## config.mk

```make
export PLATFORM = sky130hd
export DESIGN_NAME = cam_pixel_capture
export DESIGN_NICKNAME = d
export VERILOG_FILES = /design/src/rtl/cam_pixel_capture.sv
export SDC_FILE = /design/constraint.sdc
export NUM_CORES = 1
export LEC_CHECK = 0
export CAP_MARGIN = 20
export CORE_UTILIZATION = 55
export CTS_BUF_LIST = sky130_fd_sc_hd__clkbuf_16
export CTS_CLUSTER_DIAMETER = 100
export DETAILED_ROUTE_END_ITERATION = 10
export PLACE_DENSITY = 0.84
export SLEW_MARGIN = 20
export SYNTH_ARGS = -nofsm -noshare
export SYNTH_HDL_FRONTEND = slang
export SYNTH_SLANG_ARGS = --single-unit
```

## constraint.sdc

```tcl
create_clock -name clk -period 5.2 [get_ports clk]
set_clock_uncertainty 0.2 [all_clocks]
set_input_delay 1.04 -clock clk [delete_from_list [all_inputs] [get_ports clk]]
set_output_delay 1.04 -clock clk [all_outputs]
set_load 0.03 [all_outputs]
```

## src/rtl/cam_pixel_capture.sv

```systemverilog
// ---------------------------------------------------------------------------
// cam_pixel_capture
//
// OV7670-style pixel capture front end. The camera pins are oversampled in
// the system clock domain. Bytes are packed into pixels, optionally decimated
// by 2^dec_shift in X and Y, and buffered in a FIFO. The FIFO drives a
// valid/ready stream whose beats carry source coordinates and a
// start-of-frame flag.
//
// Ports
//   clk        system clock; must run at least 4x the camera PCLK
//   rst        synchronous active-high reset
//   cam_pclk   camera pixel clock, sampled as data
//   cam_vsync  camera VSYNC (level VS_POL = blanking)
//   cam_href   camera HREF  (level HREF_POL = line active)
//   cam_data   camera data bus
//   enable     capture enable, acted on at frame boundaries
//   dec_shift  keep every 2^dec_shift pixel and line, latched at frame start
//   m_data     pixel, first byte received in the MSBs
//   m_x, m_y   source (pre-decimation) coordinates of the pixel
//   m_sof      first emitted pixel of a frame
//   m_valid    stream valid
//   m_ready    stream ready
//   frame_cnt  completed captured frames (wraps)
//   ovf_cnt    kept pixels dropped because the FIFO was full (saturates)
//   busy       capture FSM not idle
// ---------------------------------------------------------------------------
`timescale 1ns/1ps

module cam_pixel_capture #(
  parameter int   DATA_W        = 8,
  parameter int   BYTES_PER_PIX = 2,
  parameter int   COORD_W       = 10,
  parameter int   FIFO_DEPTH    = 16,
  parameter int   SYNC_STAGES   = 2,
  parameter logic VS_POL        = 1'b1,
  parameter logic HREF_POL      = 1'b1
) (
  input  logic                            clk,
  input  logic                            rst,
  input  logic                            cam_pclk,
  input  logic                            cam_vsync,
  input  logic                            cam_href,
  input  logic [DATA_W-1:0]               cam_data,
  input  logic                            enable,
  input  logic [1:0]                      dec_shift,
  output logic [DATA_W*BYTES_PER_PIX-1:0] m_data,
  output logic [COORD_W-1:0]              m_x,
  output logic [COORD_W-1:0]              m_y,
  output logic                            m_sof,
  output logic                            m_valid,
  input  logic                            m_ready,
  output logic [15:0]                     frame_cnt,
  output logic [15:0]                     ovf_cnt,
  output logic                            busy
);

  localparam int PIX_W = DATA_W * BYTES_PER_PIX;
  localparam int AW    = $clog2(FIFO_DEPTH);
  localparam int BC_W  = (BYTES_PER_PIX > 1) ? $clog2(BYTES_PER_PIX) : 1;

  typedef enum logic [1:0] {
    ST_IDLE,
    ST_WAIT_SOF,
    ST_ACTIVE
  } state_t;

  typedef struct packed {
    logic               sof;
    logic [COORD_W-1:0] y;
    logic [COORD_W-1:0] x;
    logic [PIX_W-1:0]   data;
  } entry_t;

  // -------------------------------------------------------------------------
  // Input synchronisers: the four camera inputs share identical chains so
  // data and HREF line up with the PCLK edge they belong to.
  // -------------------------------------------------------------------------
  logic [SYNC_STAGES-1:0] pclk_sync;
  logic [SYNC_STAGES-1:0] vsync_sync;
  logic [SYNC_STAGES-1:0] href_sync;
  logic [DATA_W-1:0]      data_sync [SYNC_STAGES];
  logic                   pclk_prev;
  logic                   href_prev;

  logic              pclk_s;
  logic              vblank;
  logic              href_act;
  logic [DATA_W-1:0] data_s;
  logic              pclk_rise;
  logic              href_rise;
  logic              href_fall;

  assign pclk_s   = pclk_sync[SYNC_STAGES-1];
  assign vblank   = (vsync_sync[SYNC_STAGES-1] == VS_POL);
  assign href_act = (href_sync[SYNC_STAGES-1] == HREF_POL);
  assign data_s   = data_sync[SYNC_STAGES-1];

  assign pclk_rise = pclk_s & ~pclk_prev;
  assign href_rise = href_act & ~href_prev;
  assign href_fall = ~href_act & href_prev;

  // NOTE: clocked state uses non-blocking assignments so every flop samples
  // the pre-edge value of its neighbours, which is what makes a shift chain.
  always_ff @(posedge clk) begin
    if (rst) begin
      pclk_sync  <= '0;
      vsync_sync <= '0;
      href_sync  <= '0;
      for (int i = 0; i < SYNC_STAGES; i++) data_sync[i] <= '0;
      pclk_prev  <= 1'b0;
      href_prev  <= 1'b0;
    end else begin
      pclk_sync    <= {pclk_sync[SYNC_STAGES-2:0], cam_pclk};
      vsync_sync   <= {vsync_sync[SYNC_STAGES-2:0], cam_vsync};
      href_sync    <= {href_sync[SYNC_STAGES-2:0], cam_href};
      data_sync[0] <= cam_data;
      for (int i = 1; i < SYNC_STAGES; i++) data_sync[i] <= data_sync[i-1];
      pclk_prev    <= pclk_s;
      href_prev    <= href_act;
    end
  end

  // -------------------------------------------------------------------------
  // Capture FSM, line/pixel counters and the one-deep push stage.
  // -------------------------------------------------------------------------
  state_t             state;
  logic [COORD_W-1:0] x;
  logic [COORD_W-1:0] y;
  logic [BC_W-1:0]    bcnt;
  logic [PIX_W-1:0]   shreg;
  logic [1:0]         dec_lat;
  logic               sof_pending;

  logic               pend_valid;
  logic [COORD_W-1:0] pend_x;
  logic [COORD_W-1:0] pend_y;
  logic [PIX_W-1:0]   pend_data;

  logic [BC_W-1:0]    bcnt_eff;
  logic [COORD_W-1:0] x_eff;
  logic [COORD_W-1:0] mask;
  logic               byte_take;
  logic               pix_done;
  logic               pix_keep;
  logic [PIX_W-1:0]   pix_word;

  logic               push_ok;

  // A line start may coincide with its first PCLK rise, so the counters
  // the byte sees are the already-cleared ones in that case.
  // NOTE: every signal driven here gets a default at the top of the block,
  // so no path leaves one unassigned and no latch is inferred.
  always_comb begin
    bcnt_eff  = href_rise ? '0 : bcnt;
    x_eff     = href_rise ? '0 : x;
    mask      = COORD_W'((1 << dec_lat) - 1);
    byte_take = (state == ST_ACTIVE) && pclk_rise && href_act && !vblank;
    pix_done  = byte_take && (bcnt_eff == BC_W'(BYTES_PER_PIX - 1));
    pix_keep  = ((x_eff & mask) == '0) && ((y & mask) == '0);
    pix_word  = (shreg << DATA_W) | PIX_W'(data_s);
  end

  always_ff @(posedge clk) begin
    if (rst) begin
      state       <= ST_IDLE;
      busy        <= 1'b0;
      x           <= '0;
      y           <= '0;
      bcnt        <= '0;
      shreg       <= '0;
      dec_lat     <= '0;
      sof_pending <= 1'b0;
      frame_cnt   <= '0;
      pend_valid  <= 1'b0;
      pend_x      <= '0;
      pend_y      <= '0;
      pend_data   <= '0;
    end else begin
      pend_valid <= 1'b0;
      // Only a pixel that actually lands in the FIFO consumes the SOF tag.
      if (push_ok) sof_pending <= 1'b0;

      case (state)
        ST_IDLE: begin
          // Starting only in blanking guarantees no partial frame.
          if (enable && vblank) begin
            state <= ST_WAIT_SOF;
            busy  <= 1'b1;
          end
        end

        ST_WAIT_SOF: begin
          if (!vblank) begin
            state       <= ST_ACTIVE;
            x           <= '0;
            y           <= '0;
            bcnt        <= '0;
            dec_lat     <= dec_shift;
            sof_pending <= 1'b1;
          end
        end

        ST_ACTIVE: begin
          if (vblank) begin
            frame_cnt <= frame_cnt + 1'b1;
            if (enable) begin
              state <= ST_WAIT_SOF;
            end else begin
              state <= ST_IDLE;
              busy  <= 1'b0;
            end
          end

          if (href_rise) begin
            x    <= '0;
            bcnt <= '0;
          end

          // Line end: a partially assembled pixel is simply forgotten.
          if (href_fall) begin
            y    <= y + 1'b1;
            bcnt <= '0;
          end

          if (byte_take) begin
            shreg <= pix_word;
            if (pix_done) begin
              bcnt <= '0;
              x    <= x_eff + 1'b1;
            end else begin
              bcnt <= bcnt_eff + 1'b1;
            end
          end

          if (pix_done && pix_keep) begin
            pend_valid <= 1'b1;
            pend_x     <= x_eff;
            pend_y     <= y;
            pend_data  <= pix_word;
          end
        end

        default: begin
          state <= ST_IDLE;
          busy  <= 1'b0;
        end
      endcase
    end
  end

  // -------------------------------------------------------------------------
  // Output FIFO. A push arriving while full is accepted only if a pop
  // frees a slot on the same edge; otherwise it is counted as an overflow.
  // -------------------------------------------------------------------------
  entry_t        mem [FIFO_DEPTH];
  logic [AW-1:0] wr_ptr;
  logic [AW-1:0] rd_ptr;
  logic [AW:0]   count;

  logic   full;
  logic   pop;
  logic   drop;
  entry_t wr_entry;
  entry_t rd_entry;

  always_comb begin
    full           = (count == (AW+1)'(FIFO_DEPTH));
    pop            = m_valid && m_ready;
    push_ok        = pend_valid && (!full || pop);
    drop           = pend_valid && full && !pop;
    wr_entry.sof   = sof_pending;
    wr_entry.y     = pend_y;
    wr_entry.x     = pend_x;
    wr_entry.data  = pend_data;
  end

  always_ff @(posedge clk) begin
    if (rst) begin
      wr_ptr  <= '0;
      rd_ptr  <= '0;
      count   <= '0;
      ovf_cnt <= '0;
    end else begin
      if (push_ok) wr_ptr <= wr_ptr + 1'b1;
      if (pop)     rd_ptr <= rd_ptr + 1'b1;
      case ({push_ok, pop})
        2'b10:   count <= count + 1'b1;
        2'b01:   count <= count - 1'b1;
        default: count <= count;
      endcase
      if (drop && (ovf_cnt != 16'hFFFF)) ovf_cnt <= ovf_cnt + 1'b1;
    end
  end

  // NOTE: the storage array has no reset; the pointers and count define
  // which entries are meaningful, and leaving it unreset lets it map to RAM.
  always_ff @(posedge clk) begin
    if (push_ok) mem[wr_ptr] <= wr_entry;
  end

  assign rd_entry = mem[rd_ptr];
  assign m_valid  = (count != '0);

  // Outputs read as zero while nothing is presented.
  assign m_data = m_valid ? rd_entry.data : '0;
  assign m_x    = m_valid ? rd_entry.x    : '0;
  assign m_y    = m_valid ? rd_entry.y    : '0;
  assign m_sof  = m_valid ? rd_entry.sof  : 1'b0;

endmodule

```

After elaboration in Yosys (flattened, before gate mapping)
Memories as Yosys holds them, arrays and structs flattened. A register that Yosys moved wholly into a read port is not among the register bits.
Index checks and enable logic that the tools add are counted.
{"block": "totals", "regBits": 125, "mem_bits_rw": 608, "out_inout_bits": 71, "word_cells": 131, "memories": 2}
{"name": "mem", "depth": 16, "word_bits": 37, "read_ports": 1, "rd_ports_with_merged_regs": 1, "write_ports": 1, "line_no": "256", "source": "entry_t mem [FIFO_DEPTH];"}
{"name": "data_sync", "depth": 2, "word_bits": 8, "read_ports": 2, "rd_ports_with_merged_regs": 0, "write_ports": 2, "line_no": "82", "source": "logic [DATA_W-1:0] data_sync [SYNC_STAGES];"}
{"block": "op_classes", "addsub": 10, "n_eq_ne": 11, "shift": 1, "mux": 40, "bitwise": 14, "reduce_logical": 31}
{"op": "2-to-1 mux 10 bit", "n": 7}
{"op": "case mux 10 bit (2 select lines)", "n": 2}
{"op": "adder 16 x 1 -> 16 bit, second input constant", "n": 2}
{"op": "adder 10 x 1 -> 10 bit, second input constant", "n": 2}
{"op": "AND 10 bit", "n": 2}
{"op": "logical NOT 10 bit", "n": 2}
{"op": "2-to-1 mux 1 bit", "n": 19}
{"op": "2-to-1 mux 16 bit", "n": 1}
{"op": "2-to-1 mux 8 bit", "n": 2}
{"op": "inequality test 16 bit, second input constant", "n": 1}
{"op": "bitwise OR 16 x 8 -> 16 bit", "n": 1}
{"op": "logical AND 1 bit", "n": 12}
{"op": "inequality test 2 bit, second input constant", "n": 5}
{"op": "case mux 5 bit (2 select lines)", "n": 1}
{"op": "AND reduction 2 bit", "n": 5}
{"op": "left shift 1 x 2 -> 10 bit, first input constant", "n": 1}
{"op": "subtractor 10 x 2 -> 10 bit, second input constant", "n": 1}
{"op": "adder 4 x 1 -> 4 bit, second input constant", "n": 2}
{"op": "2-to-1 mux 4 bit", "n": 2}
{"op": "2-to-1 mux 2 bit", "n": 3}
{"op": "inverter 1 bit", "n": 6}
{"op": "case mux 2 bit (3 select lines)", "n": 1}
{"op": "AND reduction 3 bit", "n": 2}
{"op": "adder 5 x 1 -> 5 bit, second input constant", "n": 1}
{"op": "16 further kinds", "n": 24}

Longest topological paths before layout
{"block": "logic_depth", "depth_word": 9, "mapped_depth": 11, "mapped_depth_nobuf": 10}

Worst setup path before layout
Ideal clock, no wire load.
{"block": "synth_timing", "path_type": "input to register", "from": "input port m_ready", "to": "memory mem[3][0] (netlist bit), enable pin", "setup_time_ps": 477, "t_arrival_ps": 4306, "path_slack_ps": 217, "cell_stages": 4, "path_buffers": 0, "path_cell_list": "nor2b_1 > a21boi_1 > nand2_1 > nor3_1"}
{"block": "synth_via", "elab_chain_cells": 5}
{"item": "start: declaration", "line_no": "52", "source": "input logic m_ready,"}
{"item": "logical AND 1 bit", "line_no": "269", "source": "pop = m_valid && m_ready;"}
{"item": "logical OR 1 bit", "line_no": "270", "source": "push_ok = pend_valid && (!full || pop);"}
{"item": "logical AND 1 bit", "line_no": "270"}
{"item": "2-to-1 mux 1 bit", "line_no": "299", "source": "if (push_ok) mem[wr_ptr] <= wr_entry;"}
{"item": "2-to-1 mux 1 bit (implied by the code)", "line_no": "299"}
{"item": "end: declaration", "line_no": "256"}
Every way passes these cells.

Worst setup path after layout
{"block": "layout_timing", "from": "register count[0]", "to": "output port m_data[1]"}
{"block": "layout_via", "elab_chain_cells": 2}
{"item": "start: declaration", "line_no": "259", "source": "logic [AW:0] count;"}
{"item": "start signal: assignment", "line_no": "288", "source": "2'b10: count <= count + 1'b1;"}
{"item": "start signal: assignment", "line_no": "289", "source": "2'b01: count <= count - 1'b1;"}
{"item": "start signal: assignment", "line_no": "290", "source": "default: count <= count;"}
{"item": "nonzero test 5 bit", "line_no": "303", "source": "assign m_valid = (count != '0);"}
{"item": "2-to-1 mux 16 bit", "line_no": "306", "source": "assign m_data = m_valid ? rd_entry.data : '0;"}
{"item": "end: declaration", "line_no": "47", "source": "output logic [DATA_W*BYTES_PER_PIX-1:0] m_data,"}
Every way passes these cells.

==> results_dict.tcl <==
set metrics [dict create \
    status "completed" \
    arrival_ns 3.63 \
    antenna_found_initial 0 \
    multiInputGateArea_mm2 0.00771 \
    relSlewSlack_pct 39.8 \
    startpoint "count[0]" \
    post_cts_buffers 0 \
    ys.flop_type "edfxtp_1" \
    switching_share_pct 27.9 \
    die_x_um 231 \
    hold_viol_final 0 \
    fillCellCount 3365 \
    ctsResizeCount 0 \
    rrSetupSlack_ns 2.01 \
    htreeDepth 3 \
    grt-ovfl-total 0 \
    syn_area_mm2 0.0287 \
    ir_drop_uv 269 \
    nets 1774 \
    cts_num_sinks 737 \
    core_area_mm2 0.0515 \
    fin_crit_ns 4.87 \
    slew_viol_final 0 \
    areaGrowthSynthToFinish_pct 14.6 \
    clockRootBuffer "clkbuf_16" \
    p_int_mw 10.6 \
    cp_max_fo 22 \
    seq_area_mm2 0.0207 \
    drv_cap 0 \
    gp_congestion 0.827 \
    slowest_stage "clkdlybuf4s50_1" \
    finalSetupTns_ns 0 \
    period_share_pct 93.7 \
    rsz0062_at_grt "no" \
    clock_latency_ns 0.61 \
    viasPerCell 6.35 \
    endpoint_kind "primary output" \
    grt_pass1_vias 15900 \
    syn_inst 1632 \
    cp_cell_sequence "nor4_2 > nand2b_1 > nand2_2 > buf_4 > o22ai_1 > clkdlybuf4s50_1" \
    cts_hold_repair.buffers 0 \
    tightest_slew_ns 0.904 \
    clockBufferDepth 3 \
    diodes 0 \
    seq_area_frac_synth_pct 72.0 \
    setup_viol 0 \
    timing.rr.start "href_prev" \
    synth-edff-count 592 \
    dieHeight_um 231 \
    io_pins 88 \
    dp_hpwl_mm 36.8 \
    clk_pin_slew_worst_paths_ns 0.06 \
    power_density_mw_per_mm2 448 \
    cts_buffers 73 \
    first_iter_violations 1828 \
    async_flop_share_pct 0 \
    ys.warnings.count 0 \
    grt_usage_pct 25.4 \
    finalNonFillerCells 2481 \
    hold_depth 1 \
    wl_mm 66.4 \
    timing.fmax_mhz 205 \
    placed_cells 2347 \
    synth_cell_type_count 58 \
    hold_path.class "flop to flop" \
    die_area_mm2 0.0532 \
    start_util_pct 55.8 \
    synth.ff_latch_count 737 \
    drc 0 \
    avgSynthCellArea_um2 17.6 \
    critical_path_class "flop to primary output" \
    cts_tree "yes" \
    grt_pass1_wl_mm 99.6 \
    p_sw_mw 4.11 \
    seqPwrFrac_pct 43.6 \
    total_power_mw 14.7 \
    p_comb_share_pct 22.2 \
    drive_gt1_share_pct 19.9 \
    synthesis.nets 1664 \
    hp-start "pclk_sync[0]" \
    critical-path-max-stage-delay_ns 0.66 \
    leakage_nw 10.5 \
    dr.pass1.iters 7 \
    rows 83 \
    p_clk_share_pct 34.2 \
    portBuffers 87 \
    vias 15800 \
    required_ns 3.96 \
    drtAntennaViolNets 0 \
    wl_per_cell_um 26.8 \
    rr_worst_depth 6 \
    grt_max_degree 93 \
    crit_path_start_kind "flop" \
]
-- cells in the final DEF (no fill, tap or decap), drive strengths merged, types with 5 or more instances in the layout --
cell / n
a21bo: 32
nor2: 74
xor2: 9
nand2: 58
ha: 14
nor3b: 5
and4: 8
nor2b: 31
or3: 10
o21ai: 15
a21oi: 65
nand4: 16
nand3: 50
and2: 5
buf: 43
nand2b: 16
edfxtp: 592
clkinv: 33
xnor2: 29
clkbuf: 75
mux4: 148
o22ai: 37
inv: 36
clkdlybuf4s50: 86
mux2i: 89
nor4: 13
dfxtp: 145
nor3: 16
-- sequential cells by signal (all words and copies together) (netlist names), 2 cells and up, named ones only --
signal      flops
count           5
data_sync      16
dec_lat         2
frame_cnt      16
href_sync       2
mem           592
ovf_cnt        16
pclk_sync       2
pend_data      16
pend_x         10
pend_y         10
rd_ptr          4
shreg           8
state           2
vsync_sync      2
wr_ptr          4
x              10
y              10
-- Yosys cell counts, types with 15 or more instances --
cell      count  area share [%]
inv_1        16            0.21
clkbuf_1     54            0.71
mux4_2      148              12
nor2b_1      31            0.68
buf_2        30            0.52
a21oi_1      65             1.1
nor3_1       16            0.28
nand3_1      50            0.87
nand4_1      15            0.33
a21bo_2      32             1.1
mux2i_1      89             3.1
nand2b_1     16            0.35
dfxtp_1     145              10
nor2_1       74            0.97
xnor2_1      29            0.88
nand2_1      58            0.76
edfxtp_1    592              62
o22ai_1      37            0.81
-- worst max-delay path: cells and delay by family, from the launching register on --
kind,cells,cell delay [ns]
and+or+nand+nor,3,1.27
AOI/OAI and AO/OA,1,0.25
buffers and inverters,2,1.15
DFF,1,0.36
-- through the flow --
stage	instance area [µm²]	setup WS, ns	util, %	hold slack, ns
CTS	32900	0.329	63.9	0.238
finish	32900	0.326	63.9	0.239
global placement	30600	1.06	59.5	0.219
global route	32900	0.239	63.9	0.256
floorplan	28700	0.217	-	0.214
detailed placement	30600	1.01	59.5	0.227
-- power groups by stage --
| stage | clock (mW) | combinational, mW | sequential [mW] |
|---|---|---|---|
| floorplan | 0 | 2.21 | 6.47 |
| global placement | 0 | 3.21 | 6.55 |
| detailed placement | 0 | 3.27 | 6.56 |
| CTS | 5.10 | 3.31 | 6.43 |
| global route | 5.33 | 3.44 | 6.44 |
| finish | 5.04 | 3.28 | 6.43 |
-- path summary, 6_finish.rpt --
kind,endpoint
worst max-delay path,m_data[1]
worst min-delay path,pclk_sync[1]
worst max register to register,pend_x[6]
worst min register to register,pclk_sync[1]
-- kinds of logic after synthesis --
family / after synthesis / share of synthesized area (%)
adder cells (fa/ha/maj): 15 / 0.679
buffers and inverters: 110 / 1.57
AND/OR/NAND/NOR: 314 / 5.61
multiplexers: 238 / 14.7
AO/OA/AOI/OAI: 180 / 4.25
XOR/XNOR: 38 / 1.16
flip-flops: 737 / 72.0
-- routing by layer --
metal,up-vias,GRT usage [%],part of all wire (%)
met4,0,9.69,3.0
met2,978,42.0,50
li1,6686,-,-
met5,-,0,0
met1,7970,33.9,37
met3,127,4.40,9.8
-- area by class of cell --
class	count	share of cell area [%]
multi-input combinational	785	23.4
timing repair buffer	129	3.98
inverter	16	0.182
clock inverter	59	1.25
clock buffer	75	5.70
tap	680	2.59
sequential	737	62.9
(Power assumes the default switching activity.)
